File: src/rtl/vec_csr_regfile_pkg.sv
// Shared types and constants for the vector configuration CSR block.
// Covers element-width/LMUL encodings, the FSM state type and the vill reset value.
package vec_csr_regfile_pkg;

   localparam int XLEN_DEF = 32;
   localparam int VLEN_DEF = 512;
   localparam int ELEN_DEF = 32;

   typedef enum logic [2:0] {
      E8  = 3'b000,
      E16 = 3'b001,
      E32 = 3'b010,
      E64 = 3'b011
   } vsew_e;

   typedef enum logic [2:0] {
      M1  = 3'b000,
      M2  = 3'b001,
      M4  = 3'b010,
      M8  = 3'b011,
      MF8 = 3'b101,
      MF4 = 3'b110,
      MF2 = 3'b111
   } vlmul_e;

   localparam logic [2:0] VLMUL_RSVD = 3'b100;

   typedef enum logic {
      IDLE = 1'b0,
      RESP = 1'b1
   } csr_state_e;

   localparam logic [XLEN_DEF-1:0] VTYPE_VILL_RESET = {1'b1, {(XLEN_DEF-1){1'b0}}};

   function automatic logic lmul_is_frac(input logic [2:0] vlmul);
      return vlmul[2] && (vlmul[1:0] != 2'b00);
   endfunction

endpackage

File: src/rtl/vec_vlmax_calc.sv
// Combinational VLMAX and vtype legality from (vsew, vlmul), shifts only.
// Also used by the decode-side comparator, so keep it free of state.
module vec_vlmax_calc
   import vec_csr_regfile_pkg::*;
#(
   parameter int VLEN = VLEN_DEF,
   parameter int ELEN = ELEN_DEF,
   parameter int VLW  = $clog2(VLEN) + 1
) (
   input  logic [2:0]     vsew,
   input  logic [2:0]     vlmul,
   output logic [VLW-1:0] vlmax,
   output logic           vtype_illegal
);

   logic [31:0]    sew_bits;
   logic [31:0]    sew_scaled;
   logic [3:0]     frac_sh;
   logic [VLW-1:0] base;

   always_comb begin
      sew_bits   = 32'd8 << vsew;
      frac_sh    = 4'd8 - {1'b0, vlmul};
      // SEW > ELEN*LMUL for fractional LMUL, rewritten as SEW << (8-vlmul) > ELEN
      sew_scaled = sew_bits << frac_sh;
      base       = VLW'(VLEN) >> ({1'b0, vsew} + 4'd3);

      vtype_illegal = vsew[2]
                   || (sew_bits > 32'(ELEN))
                   || (vlmul == VLMUL_RSVD)
                   || (lmul_is_frac(vlmul) && (sew_scaled > 32'(ELEN)));

      vlmax = '0;
      if (!vtype_illegal) begin
         if (vlmul[2])
            vlmax = base >> frac_sh;
         else
            vlmax = base << vlmul[1:0];
      end
   end

endmodule

File: src/rtl/vec_csr_regfile.sv
// Vector configuration CSRs (vl, vtype, vstart) with a vsetvl response handshake.
// state | meaning
// IDLE  | ready for a config write; CSRs latch on cfg_valid
// RESP  | new vl presented on rd_data until rd_ready
module vec_csr_regfile
   import vec_csr_regfile_pkg::*;
#(
   parameter int XLEN = XLEN_DEF,
   parameter int VLEN = VLEN_DEF,
   parameter int ELEN = ELEN_DEF,
   parameter int VLW  = $clog2(VLEN) + 1
) (
   input  logic            clk,
   input  logic            reset_n,
   input  logic            cfg_valid,
   output logic            cfg_ready,
   input  logic [XLEN-1:0] scalar1,
   input  logic [XLEN-1:0] scalar2,
   output logic            rd_valid,
   input  logic            rd_ready,
   output logic [XLEN-1:0] rd_data,
   input  logic            vstart_wr_en,
   input  logic [VLW-1:0]  vstart_wdata,
   output logic [VLW-1:0]  csr_vl,
   output logic [XLEN-1:0] csr_vtype,
   output logic [VLW-1:0]  csr_vstart,
   output logic [2:0]      csr_sew,
   output logic [2:0]      csr_lmul,
   output logic [VLW-1:0]  csr_vlmax,
   output logic            csr_vill
);

   localparam logic [XLEN-1:0] VILL_VTYPE = XLEN'(VTYPE_VILL_RESET) << (XLEN - XLEN_DEF);

   csr_state_e     state, next_state;
   logic           accept;
   logic [VLW-1:0] calc_vlmax;
   logic           calc_illegal;
   logic           req_legal;
   logic [VLW-1:0] new_vl;

   vec_vlmax_calc #(
      .VLEN (VLEN),
      .ELEN (ELEN),
      .VLW  (VLW)
   ) u_vlmax_calc (
      .vsew          (scalar2[5:3]),
      .vlmul         (scalar2[2:0]),
      .vlmax         (calc_vlmax),
      .vtype_illegal (calc_illegal)
   );

   assign req_legal = !calc_illegal && (scalar2[XLEN-1:8] == '0);
   // full-width AVL compare so large AVLs never alias to small vl values
   assign new_vl    = (scalar1 > XLEN'(calc_vlmax)) ? calc_vlmax : scalar1[VLW-1:0];

   always_ff @(posedge clk or negedge reset_n) begin
      if (!reset_n)
         state <= IDLE;
      else
         state <= next_state;
   end

   always_comb begin
      next_state = state;
      cfg_ready  = 1'b0;
      rd_valid   = 1'b0;
      accept     = 1'b0;
      case (state)
         IDLE: begin
            cfg_ready = 1'b1;
            if (cfg_valid) begin
               accept     = 1'b1;
               next_state = RESP;
            end
         end
         RESP: begin
            rd_valid = 1'b1;
            if (rd_ready)
               next_state = IDLE;
         end
         default: next_state = IDLE;
      endcase
   end

   always_ff @(posedge clk or negedge reset_n) begin
      if (!reset_n) begin
         csr_vl    <= '0;
         csr_vtype <= VILL_VTYPE;
         csr_sew   <= '0;
         csr_lmul  <= '0;
         csr_vlmax <= '0;
         rd_data   <= '0;
      end else if (accept) begin
         if (req_legal) begin
            csr_vl    <= new_vl;
            csr_vtype <= scalar2;
            csr_sew   <= scalar2[5:3];
            csr_lmul  <= scalar2[2:0];
            csr_vlmax <= calc_vlmax;
            rd_data   <= XLEN'(new_vl);
         end else begin
            csr_vl    <= '0;
            csr_vtype <= VILL_VTYPE;
            csr_sew   <= '0;
            csr_lmul  <= '0;
            csr_vlmax <= '0;
            rd_data   <= '0;
         end
      end
   end

   always_ff @(posedge clk or negedge reset_n) begin
      if (!reset_n)
         csr_vstart <= '0;
      else if (accept)
         csr_vstart <= '0;
      else if (vstart_wr_en)
         csr_vstart <= vstart_wdata;
   end

   assign csr_vill = csr_vtype[XLEN-1];

endmodule
File: config.mk
export PLATFORM = sky130hd
export DESIGN_NAME = vec_csr_regfile
export DESIGN_NICKNAME = d
export VERILOG_FILES = /design/src/rtl/vec_csr_regfile_pkg.sv /design/src/rtl/vec_vlmax_calc.sv /design/src/rtl/vec_csr_regfile.sv
export SDC_FILE = /design/constraint.sdc
export NUM_CORES = 1
export LEC_CHECK = 0
export CAP_MARGIN = 20
export CORE_MARGIN = 2
export CORE_UTILIZATION = 38
export DETAILED_ROUTE_END_ITERATION = 10
export GPL_TIMING_DRIVEN = 0
export PLACE_DENSITY = 0.89
export SLEW_MARGIN = 10
export SYNTH_ARGS = -nofsm -noshare
export SYNTH_HDL_FRONTEND = slang
export SYNTH_HIERARCHICAL = 1
export SYNTH_SLANG_ARGS = --single-unit
File: constraint.sdc
create_clock -name clk -period 1.64 [get_ports clk]
set_input_delay 0.492 -clock clk [delete_from_list [all_inputs] [get_ports clk]]
set_output_delay 0.492 -clock clk [all_outputs]
set_load 0.005 [all_outputs]
Word-level counts from Yosys, hierarchy flattened
Index checks and enable logic that the tools add are counted.
{ "classes": {"addsub": 2, "mul": 0, "div_mod_pow": 0, "n_lt_le_gt_ge": 3, "eq_ne": 1, "n_shift": 5, "n_mux": 17, "bitwise": 1, "reduce_logical": 10} }
{ "ops": {"columns": ["op", "count"], "rows": [
  ["10-bit 2-to-1 mux", 8],
  ["32-bit by 6-bit > comparator with 1-bit output, second input constant", 2],
  ["32-bit by 10-bit > comparator with 1-bit output", 1],
  ["32-bit 2-to-1 mux", 1],
  ["32-bit by 4-bit << shifter with 32-bit output", 1],
  ["4-bit by 3-bit << shifter with 32-bit output, first input constant", 1],
  ["24-bit zero test", 1],
  ["10-bit by 2-bit << shifter with 10-bit output", 1],
  ["10-bit by 4-bit right shift with 10-bit output", 1],
  ["10-bit by 4-bit right shift with 10-bit output, first input constant", 1],
  ["3-bit 2-to-1 mux", 2],
  ["1-bit 2-to-1 mux", 5],
  ["3-bit by 2-bit adder with 4-bit output, second input constant", 1],
  ["2-bit nonzero test", 2],
  ["4-bit by 3-bit subtractor with 4-bit output, first input constant", 1],
  ["3-bit equality test, second input constant", 1],
  ["1-bit logical AND", 3],
  ["1-bit logical OR", 3],
  ["1-bit case mux with 2 select lines", 1],
  ["1-bit zero test", 1],
  ["1-bit NOT", 1]
]} }
{ "totals": {"regBits": 101, "latchBits": 0, "ramBits": 0, "rom_bits": 0, "input_bits": 79, "out_inout_bits": 103, "word_cells": 47, "memories": 0} }

Depth between registers and ports, before layout
{ "logic_depth": {"depth_word": 9, "depth_mapped": 18, "mapped_depth_nobuf": 15} }

By module
Netlist, hierarchy kept.
{ "by_module_without_submodules": {"columns": ["mod", "n_inst", "cells_per_inst", "area_each_um2", "seq_area_each_um2"], "rows": [
  ["vec_csr_regfile", 1, 304, 3293.2, 1577.8],
  ["vec_vlmax_calc", 1, 93, 653.1, 0.0]
]} }

Worst setup path before layout
OpenSTA, ideal clock, no wires.
{ "synth_timing": {"kind": "input port to flip-flop", "startpoint": "in scalar2[0]", "endpoint": "reg csr_vl[0]", "setup_time_ns": 0.133, "arrival_ns": 3.537, "required_ns": 1.507, "setup_slack_ns": -2.030, "cell_stages": 17, "path_buffers": 3, "cell_sequence": "buf_2 > inv_1 > ha_1 > inv_1 > ha_1 > clkbuf_1 > nor2_1 > a41o_1 > nand2_2 > nor4_2 > inv_1 > ha_1 > nand4_2 > or4b_1 > buf_6 > nand3_2 > o211ai_2"} }
{ "synth_via": {"elab_chain_len": 9, "word_cells_on_any_way": 18, "classes_between": "add/sub: 1; order compare: 2; eq/ne: 1; shift: 3; mux: 4; reduce/logical: 7"} }
{ "synth_rtl": {"columns": ["element", "line_no", "rtl"], "rows": [
  ["start: declaration", "vec_csr_regfile.sv:18", "input logic [XLEN-1:0] scalar2,"],
  ["4-bit by 3-bit subtractor with 4-bit output", "vec_vlmax_calc.sv:23", "frac_sh = 4'd8 - {1'b0, vlmul};"],
  ["32-bit by 4-bit << shifter with 32-bit output", "vec_vlmax_calc.sv:25", "sew_scaled = sew_bits << frac_sh;"],
  ["32-bit by 6-bit > comparator with 1-bit output", "vec_vlmax_calc.sv:31", "|| (lmul_is_frac(vlmul) && (sew_scaled > 32'(ELEN)));"],
  ["1-bit logical AND", "vec_vlmax_calc.sv:31", null],
  ["1-bit logical OR *", "vec_vlmax_calc.sv:31", null],
  ["net calc_illegal", "vec_csr_regfile.sv:38", "logic calc_illegal;"],
  ["10-bit 2-to-1 mux *", "vec_vlmax_calc.sv:34", "if (!vtype_illegal) begin"],
  ["net calc_vlmax[9]", "vec_csr_regfile.sv:37", "logic [VLW-1:0] calc_vlmax;"],
  ["32-bit by 10-bit > comparator with 1-bit output *", "vec_csr_regfile.sv:55", "assign new_vl = (scalar1 > XLEN'(calc_vlmax)) ? calc_vlmax : scalar1[VLW-1:0];"],
  ["10-bit 2-to-1 mux *", "vec_csr_regfile.sv:55", null],
  ["10-bit 2-to-1 mux *", "vec_csr_regfile.sv:95", "if (req_legal) begin"],
  ["end signal: assignment", "vec_csr_regfile.sv:96", "csr_vl <= new_vl;"],
  ["end: declaration", "vec_csr_regfile.sv:24", "output logic [VLW-1:0] csr_vl,"]
]} }
Mark *: on every way through the listed nets, which the timed path passes. The rest lies on a longest branch.
A chain may end at the register's enable or synchronous reset.

Worst setup path after layout
{ "layout_timing": {"startpoint": "in scalar2[0]", "endpoint": "reg csr_vl[5]"} }
{ "layout_via": {"elab_chain_len": 9, "word_cells_on_any_way": 18, "classes_between": "add/sub: 1; order compare: 2; eq/ne: 1; shift: 3; mux: 4; reduce/logical: 7"} }
{ "layout_rtl": {"columns": ["element", "line_no"], "rows": [
  ["4-bit by 3-bit subtractor with 4-bit output", "vec_vlmax_calc.sv:23"],
  ["32-bit by 4-bit << shifter with 32-bit output", "vec_vlmax_calc.sv:25"],
  ["32-bit by 6-bit > comparator with 1-bit output", "vec_vlmax_calc.sv:31"],
  ["1-bit logical AND", "vec_vlmax_calc.sv:31"],
  ["1-bit logical OR", "vec_vlmax_calc.sv:31"],
  ["10-bit 2-to-1 mux *", "vec_vlmax_calc.sv:34"],
  ["net calc_vlmax[0]", "vec_csr_regfile.sv:37"],
  ["32-bit by 10-bit > comparator with 1-bit output *", "vec_csr_regfile.sv:55"],
  ["10-bit 2-to-1 mux *", "vec_csr_regfile.sv:55"],
  ["10-bit 2-to-1 mux *", "vec_csr_regfile.sv:95"]
]} }
Marked as above.

==> summary.txt <==
Floorplanning
  • Site Rows: 37
  • Die Ht: 106 um
  • DIE AREA: 11200 um2
  • Core ar.: 10200 um2
  • Die width: 106 um
  • Initial Utilization: 38.7%
  • Number of placed I/O pins: 182

Cells and area
  • Area grow syn2layout: 74.1%
  • Layout cells sized above 1: 34.6%
  • # nets final: 742

Worst hold path
  • Worst Hold Class: in2async

Global routing
  • Gr ovfl total: 0
  • First-pass GRT wire length: 20900 um
  • Grt met1 use: 26.6%
  • Number of antenna violations at the first check in global routing: 3
  • Largest net degree at the start of global routing: 64
  • Tot GR Track Use: 23.8%
  • Met2 Resource Use GR: 43.6%
  • Vias in the first global route: 4025
  • GR peak layer: met2
  • GRT met3 Usage: 4.78%

STA
  • Tightest Pin Transition: 0.776 ns
  • Fin Clk Skew: 0.0129 ns
  • Fin worst setup slack: -1.52 ns
  • Fin crit share: 193%
  • WHS: 0.230 ns
  • Slew margin rel.: 48.3%
  • Fmax: 317 MHz
  • RSZ-0062 raised after global routing: yes
  • Final setup vio count: 29
  • Post-layout minimum cycle time: 3.16 ns
  • Final Hold Viols: 0
  • Final Max Slew Viols: 0

Clocking
  • Clk slew on worst S/H paths: 0.07 ns
  • Sink Count: 63
  • Worst-skew pair later-pin latency: 0.34 ns
  • TritonCTS clock tree: built
  • Clock Path Buffers: 2
  • Root Buffer: clkbuf_8
  • Hold buffer count at CTS: 0
  • H-tree Lvls: 3
  • Total CTS buffers: 9

Critical path
  • Startpoint class of the critical path: input port
  • Top fanout value on the critical path: 10
  • Kind of critical path: in2reg
  • Worst Setup End Kind: flop
  • Worst EP required: 1.86 ns
  • Worst Path Arrival: 3.37 ns

Power and ir drop
  • Cell area power density: 571 nW/um2
  • Pleak: 3.39 nW
  • Net Sw Power: 0.00101 W
  • Net Sw Frac: 25.8%
  • Seq pwr share: 40.9%
  • Clock power frac: 37.5%
  • Internal cell power: 0.00291 W
  • Worst IR Drop VDD: 0.400 mV
  • Tot Pwr: 0.00393 W
  • Comb power frac: 21.6%

Run
  • Max Cap Viol: 0

Synthesis
  • Synth top cells by count: dfrtp_1, buf_4, nor2b_1
  • Register area share after synthesis: 40.0%
  • Seq cells post-synth: 63
  • Count leader, synth: dfrtp_1
  • Top cells by area, synth: dfrtp_1, buf_4, nor2b_1
  • Synth top area share: 39.3%
  • Synth warn: 6
  • Synth area leader: dfrtp_1
  • Syn_area_per_cell: 9.94 um2
  • EDFF count, synth: 0
  • Ys async rst share: 100%
  • Post-Syn Instances: 397
  • Post-Syn Area: 3950 um2
  • Ys flop type: dfrtp_1
  • Synth unique cells: 59

Route
  • Vias: 4077
  • Final ANT Viol Nets: 0
  • Wire length per cell: 17.5 um
  • Post-Route WL: 13800 um
  • Iteration-0 DRC Markers: 222
  • Routed vias/inst: 5.15
  • DR DRC count: 0
  • Pre-antenna DRT Iters: 4

Place
  • DP HPWL: 9300 um
  • Gpl congestion: 0.891
  • # port buffers: 158

Status
  • Status: finished with violations
  • Failing checks: negative setup slack
[repair_timing]
action,4_1_cts,5_1_grt
setup endpoints to repair,140,65
endpoints found under the hold margin,0,0
gates resized for setup,166,48
gates cloned,3,1
buffers inserted,46,18
pin swaps,24,16
[layout by cell type (no fill, tap or decap), types with 9 or more instances in the layout]
cell type,netlist,routed
nor2b_1,28,27
nand4_1,13,13
mux2i_1,11,11
buf_6,4,18
buf_4,41,101
clkbuf_8,0,10
dfrtp_1,62,62
a22o_1,18,18
conb_1,1,22
a32oi_1,10,9
clkdlybuf4s50_1,0,70
nand3_2,10,10
a21oi_1,13,9
nor2_1,20,16
o211ai_2,10,10
inv_1,24,18
dlygate4sd2_1,0,68
[metrics by stage]
step | cells | setup TNS, ns | setup slack, ns | utilization [%] | area (um2)
after detailed placement | 712 | -76.23 | -2.80 | 58.0 | 5910
after floorplan | 418 | -32.75 | -1.69 | - | 4160
after global placement | 712 | -186.57 | -2.77 | 58.0 | 5910
final | 792 | -38.93 | -1.52 | 67.5 | 6870
after global routing | 792 | -42.00 | -1.62 | 67.5 | 6870
after CTS | 774 | -38.30 | -1.48 | 64.9 | 6610
[worst max-delay path: stages]
cell      delay (ns)
buf_8           0.10
buf_8           0.11
inv_4           0.05
ha_4            0.13
inv_2           0.04
ha_4            0.23
nor2_4          0.08
a41o_1          0.25
buf_4           0.15
o311ai_4        0.12
buf_4           0.18
a31oi_4         0.23
ha_1            0.28
nand4_1         0.09
nor2_1          0.05
buf_4           0.13
nor4b_4         0.12
buf_4           0.18
a32oi_2         0.25
o211ai_2        0.12
[power groups by stage]
stage          Clock [W]  Combinational [W]  Sequential, W
2_1_floorplan          0           0.000336        0.00164
3_3_place_gp           0           0.000709        0.00164
3_5_place_dp           0           0.000727        0.00164
4_1_cts          0.00149           0.000800        0.00161
5_1_grt          0.00156           0.000912        0.00161
6_report         0.00147           0.000848        0.00161
[path summary, 6_finish.rpt]
kind	startpoint	end	slack, ns	cells past startpoint
max	scalar2[0]	csr_vl[5]$_DFFE_PN0P_	-1.52	20
min	reset_n	csr_vl[5]$_DFFE_PN0P_	0.23	1
max reg2reg	state$_DFF_PN0_	csr_vl[4]$_DFFE_PN0P_	-0.29	6
min reg2reg	csr_vtype[9]$_DFFE_PN0P_	csr_vtype[9]$_DFFE_PN0P_	0.50	1
max in group asynchronous	reset_n	csr_vtype[8]$_DFFE_PN0P_	0.90	1
min in group clk	scalar2[1]	csr_vtype[1]$_DFFE_PN0P_	0.48	3
[flip-flops by register name, summed over array words and instances (netlist names)]
name / flops
csr_vlmax: 10
csr_vtype: 32
csr_vstart: 10
csr_vl: 10
state: 1
[cells by family (layout without fill, tap and decap cells)]
logic type      Yosys count  after routing  synth area share, %
simple gates            140            140                 23.5
buf+inv                  92            327                 13.7
compound gates           75             75                 15.4
flops                    63             63                 40.0
fa+ha+maj                13             13                 4.12
mux                      11             11                 2.79
xor+xnor                  2              2                0.444
other cells               1             25               0.0950
[cell type report]
cell class                 count  area [um2]
fill                         753        3310
multi-input combinational    263        2260
timing repair buffer         224        2040
sequential                    63        1580
buffer                        65         507
tap                          136         170
clock buffer                  11         141
inverter                      24        95.1
clock inverter                 3        68.8
antenna                        3        7.51
[routing by layer]
layer / wire (um) / up-vias
li1: - / 1891
met1: 5190 / 1953
met2: 7120 / 199
met3: 1020 / 34
met4: 514 / 0
met5: 0 / -
Note: power is estimated with default switching activity, not from simulation.
==> edit 1: new RTL, same flow settings <==
Set the package constant `XLEN_DEF` to 40 (it was 32).
--- a/src/rtl/vec_csr_regfile_pkg.sv
+++ b/src/rtl/vec_csr_regfile_pkg.sv
@@ -2,7 +2,7 @@
 // Covers element-width/LMUL encodings, the FSM state type and the vill reset value.
 package vec_csr_regfile_pkg;
 
-   localparam int XLEN_DEF = 32;
+   localparam int XLEN_DEF = 40;
    localparam int VLEN_DEF = 512;
    localparam int ELEN_DEF = 32;
 
Interface: changed (resized csr_vtype, rd_data, scalar1 and scalar2); port bits go from 182 to 214. The function was not compared with the original's and may differ.
==> edit 1 against the unedited design <==
The flow still finishes with violations (negative setup slack); cell area grew 4.6%; global-route usage grew 1.9 points; wire length grew 11%; synthesized area grew 2.9%; die area grew 2.8%; register-to-register slack lost 100 ps; worst hold slack gained 150 ps; sequential cell count grew 8; total power grew 12%; worst setup slack lost 99 ps.
==> edit 1: results (changes against the unedited design) <==
----------------------------------------------------
[Min path]
  Path type of the worst min-delay path ... in -> reg

[GRT]
  Total track usage ... 0.258 (+0.0194)
  Global-route wire length before repair ... 22.8 mm (+8.7%)
  Met1 Resource Use GR ... 0.279 (+0.0128)
  Met2 routing resource usage after global routing ... 0.458 (+0.0220)
  Largest net degree at the start of global routing ... 66 (+3.1%)
  Met3 usage ... 0.0726 (+0.0248)
  Number of global-route vias before repair ... 4,321 (+7.4%)

[Timing]
  Post-route setup slack ... -1620 ps (-99.1 ps)
  WHS ... 383 ps (+154 ps)
  Post-route clock skew ... 8.13 ps (-4.76 ps)
  Aggregate negative setup slack ... -36,200 ps (+2730 ps)
  Final Setup Violations ... 30 (+3.4%)

[Setup path]
  Setup crit end ... csr_vl[7]$_DFFE_PN0P_
  Worst R2R Setup Slack ... -390 ps (-100 ps)
  Reg2Reg Depth ... 8 (+2)
  Maximum fanout along the worst path ... 6 (-4)

[Power]
  Worst vdd rail ir drop ... 0.000377 V (-5.9%)
  Share of power burned in combinational logic ... 0.232 (+0.016)
  Cell leakage power ... 0.00363 µW (+7.2%)
  Internal power summed over all cells ... 3240 µW (+11%)

[Route]
  Initial DRC count ... 284 (+28%)
  Routed WL ... 15.3 mm (+11%)
  Detailed-router iteration count before antenna repair ... 4 (unchanged)
  Wire length on met2 ... 7.97 mm (+12%)
  Average routed wire per standard cell ... 19.2 µm (+9.6%)
  Routed wire length on met3 ... 1.37 mm (+34%)
  Wire length on met1 ... 5.39 mm (+3.8%)

[Logic synthesis]
  Cells taking the most area after synthesis ... dfrtp_1 (43%), buf_4 (9.2%), a22o_1 (5.8%), nor2b_1 (5.4%), ha_1 (4.0%)
  Area share of fa/ha/maj cells after synthesis ... 0.0400 (-0.00117)
  Gate Count Post-Synth ... 390 (-1.8%)
  Share of the synthesized area in the top cell type ... 0.431 (+0.0381)
  Most frequent cells after synthesis ... dfrtp_1 (70), buf_4 (50), nor2b_1 (35)
  Combined area of all synthesized cells ... 4060 µm² (+2.9%)
  Number of different library cells in the post-synthesis netlist ... 60 (+1.7%)
  Fraction of the mapped netlist area in compound gates ... 0.145 (-0.00931)
  Mux cell area share after synthesis ... 0.0271 (-0.000791)
  Xor and xnor area share after synthesis ... 0.00431 (-0.000126)

[CTS]
  Total of hold buffers inserted after clock tree synthesis ... 1 (+1)
  # resized after CTS ... 184 (+11%)
  Latest clock arrival within the worst-skew pair ... 360 ps (+20 ps)
  Number of setup buffers added after CTS ... 48 (+4.3%)

[Layout]
  Number of nets in the finished design ... 770 (+3.8%)
  ANT cells ... 0 (-3)
  Layout filler cell count ... 717 (-4.8%)
  Fraction of final layout cells with drive strength greater than 1 ... 0.314 (-0.0318)
  Largest register FFs ... 40 (+25%)

[Outcome]
  Run status ... complete, but fails checks
  Violated checks ... negative setup slack

[Placed design]
  Placed Cells ... 738 (+3.7%)
  Placement Setup Slack ... -2800 ps (+2.59 ps)
  HPWL Detailed ... 10.1 mm (+8.4%)
  Number of input and output port buffers inserted ... 182 (+15%)

----------------------------------------------------
==> edit 1: cell count changes after synthesis, sizes merged, moves of 7 or more <==
cell	unedited run	this run
o211ai	11	0
inv	24	16
and3	2	10
dfrtp	62	70
a31o	0	10
a32oi	10	0
a22o	18	27
nor3	13	4
nand4	14	4
nand3	14	7
nor2b	28	35
buf	54	62
==> edit 1: per-stage QoR <==
step	util	instance area [µm²]	total power, µW
finish	0.693	7190	4400
global route	0.693	7190	4560
CTS	0.674	6990	4280
detailed placement	0.608	6310	2650
global placement	0.606	6280	2620
floorplan	-	4290	2210
==> edit 1: area by class of cell <==
cell class	count	area share
Clock inverter	3	0.00940
Inverter	16	0.00940
Buffer	69	0.0769
Clock buffer	11	0.0211
Sequential cell	71	0.247
Multi-Input combinational cell	262	0.308
Tap cell	136	0.0237
Timing Repair Buffer	233	0.304
==> edit 2: new RTL, same flow settings <==
Made on the original files. Reset style: synchronous (`reset_n`), changed in 3 clocked blocks.
--- a/src/rtl/vec_csr_regfile.sv
+++ b/src/rtl/vec_csr_regfile.sv
@@ -54,7 +54,7 @@
    // full-width AVL compare so large AVLs never alias to small vl values
    assign new_vl    = (scalar1 > XLEN'(calc_vlmax)) ? calc_vlmax : scalar1[VLW-1:0];
 
-   always_ff @(posedge clk or negedge reset_n) begin
+   always_ff @(posedge clk) begin
       if (!reset_n)
          state <= IDLE;
       else
@@ -83,7 +83,7 @@
       endcase
    end
 
-   always_ff @(posedge clk or negedge reset_n) begin
+   always_ff @(posedge clk) begin
       if (!reset_n) begin
          csr_vl    <= '0;
          csr_vtype <= VILL_VTYPE;
@@ -110,7 +110,7 @@
       end
    end
 
-   always_ff @(posedge clk or negedge reset_n) begin
+   always_ff @(posedge clk) begin
       if (!reset_n)
          csr_vstart <= '0;
       else if (accept)
Function: differs if reset_n is asserted again (counterexample within 4 cycles, from zero or initial values and one cycle with reset_n low); with reset_n held inactive, the same outputs for 10 cycles.
==> edit 2 against the unedited design <==
The flow still finishes with violations (negative setup slack); cell area fell by 12%; synthesized cell count fell by 5.0%; worst setup slack improved by 72 ps; sequential cell count did not move; core utilization rose by 1.1 points; worst hold slack improved by 140 ps; clock skew rose by 3.6 ps; wire length fell by 13%; total power fell by 2.6%; maximum frequency rose by 2.3%; register-to-register slack got worse by 110 ps; critical path depth fell by 8; sequential power fell by 4%; synthesized area fell by 12%; largest cell class unchanged; largest power group unchanged.
==> edit 2: results (changes against the unedited design) <==
----------------------------------------------------
[GRT]
  Number of global-route vias before repair ... 3,560 (-12%)
  Antenna violations before repair ... 0 (-3)
  Total track usage ... 0.230 (-0.00850)
  Largest net degree at the start of global routing ... 14 (-78%)

[Placed design]
  RePlAce Congestion ... 0.854 (-4.1%)
  Placed Cells ... 664 (-6.7%)
  HPWL Detailed ... 8.83 mm (-5.0%)

[Setup path]
  Endpoint of the lowest-slack register-to-register path ... csr_vl[7]$_SDFFE_PN0P_
  Reg2Reg Launch Point ... state$_SDFF_PN0_
  Setup crit end ... csr_vl[0]$_SDFFE_PN0P_
  Source of the critical timing path ... scalar2[5]
  Arrival time worst endpoint ... 3310 ps (-60 ps)

[Route]
  Average routed wire per standard cell ... 17.0 µm (-2.8%)
  Via count ... 3,746 (-8.1%)
  Initial DRC count ... 340 (+53%)

[Logic synthesis]
  Xor and xnor area share after synthesis ... 0.00504 (+0.000603)
  Share of synthesized flip-flops with an asynchronous set or reset ... 0 (-1.00)
  Fraction of the mapped netlist area in compound gates ... 0.189 (+0.0346)
  Area share of fa/ha/maj cells after synthesis ... 0.0468 (+0.00560)
  Most frequent cells after synthesis ... dfxtp_1 (63), buf_4 (41), and3_1 (20)
  Cells taking the most area after synthesis ... dfxtp_1 (36%), buf_4 (8.9%), ha_1 (4.7%), a22o_1 (4.5%), and3_1 (3.6%)

[Outcome]
  Run status ... complete, but fails checks
  Violated checks ... negative setup slack

[Timing]
  Final Setup Violations ... 29 (unchanged)
  Post-route clock skew ... 16.5 ps (+3.59 ps)
  Aggregate negative setup slack ... -31,460 ps (+7470 ps)
  Slew of the pin with the lowest slew margin ... 679 ps (-96.6 ps)
  Post-route setup slack ... -1440 ps (+72.4 ps)
  WHS ... 365 ps (+135 ps)

[Layout]
  Largest register FFs ... 32 (unchanged)
  Number of nets in the finished design ... 684 (-7.8%)
  ANT cells ... 0 (-3)
  Layout filler cell count ... 671 (-11%)
  Number of standard cells in the final layout excluding fillers ... 705 (-11%)
  Fraction of final layout cells with drive strength greater than 1 ... 0.318 (-0.0278)

[CTS]
  # resized after CTS ... 156 (-6.0%)

[Power]
  Cell leakage power ... 0.00285 µW (-16%)
  Worst vdd rail ir drop ... 0.000373 V (-6.9%)

[Min path]
  Path type of the worst min-delay path ... in -> reg

----------------------------------------------------
[edit 2: changes by cell type after synthesis, sizes merged, moves of 11 or more]
| cell | change |
|---|---|
| and3 | +22 |
| dfrtp | -62 |
| dfxtp | +63 |
| nand2 | +11 |
| nand4 | -11 |
| nor2b | -24 |
| nor3 | -12 |
[edit 2: final cells by class]
cell class / count / area [µm²] / share of cell area
Sequential cell: 63 / 1310 / 0.216
Clock inverter: 7 / 104 / 0.0172
Timing Repair Buffer: 185 / 1710 / 0.283
Buffer: 66 / 528 / 0.0875
Tap cell: 108 / 135 / 0.0224
Clock buffer: 9 / 124 / 0.0205
Inverter: 15 / 61.3 / 0.0102
Multi-Input combinational cell: 252 / 2070 / 0.343
[edit 2: metal layers]
| layer | global-route usage | vias up | share of wire |
|---|---|---|---|
| li1 | - | 1768 | - |
| met1 | 0.249 | 1766 | 0.37 |
| met2 | 0.429 | 175 | 0.52 |
| met3 | 0.0387 | 37 | 0.068 |
| met4 | 0.113 | 0 | 0.039 |
| met5 | 0 | - | 0 |
[edit 2: power by group]
part / total [µW] / internal, µW / leakage [µW] / switching, µW
combinational: 726 / 394 / 0.00221 / 333
clock: 1550 / 874 / 0.000114 / 675
sequential: 1550 / 1540 / 0.000525 / 6.44
[edit 2: cells by family after synthesis]
| group | Yosys count |
|---|---|
| muxes | 11 |
| and+or+nand+nor | 119 |
| xor gates and xnor gates | 2 |
| adders and majority gates | 13 |
| buffers and inverters | 83 |
| DFF | 63 |
| AOI/OAI and AO/OA | 85 |
| other | 1 |
[edit 2: worst max-delay path, cell delays in order]
cell and delay [ps]:
dlygate4sd2_1 320, or4b_1 560, a21boi_1 250, o311ai_4 180
a21oi_2 320, inv_1 80, ha_1 310, a21oi_1 190
a21oi_2 100, clkbuf_8 190, o2111ai_2 200, o211ai_1 110
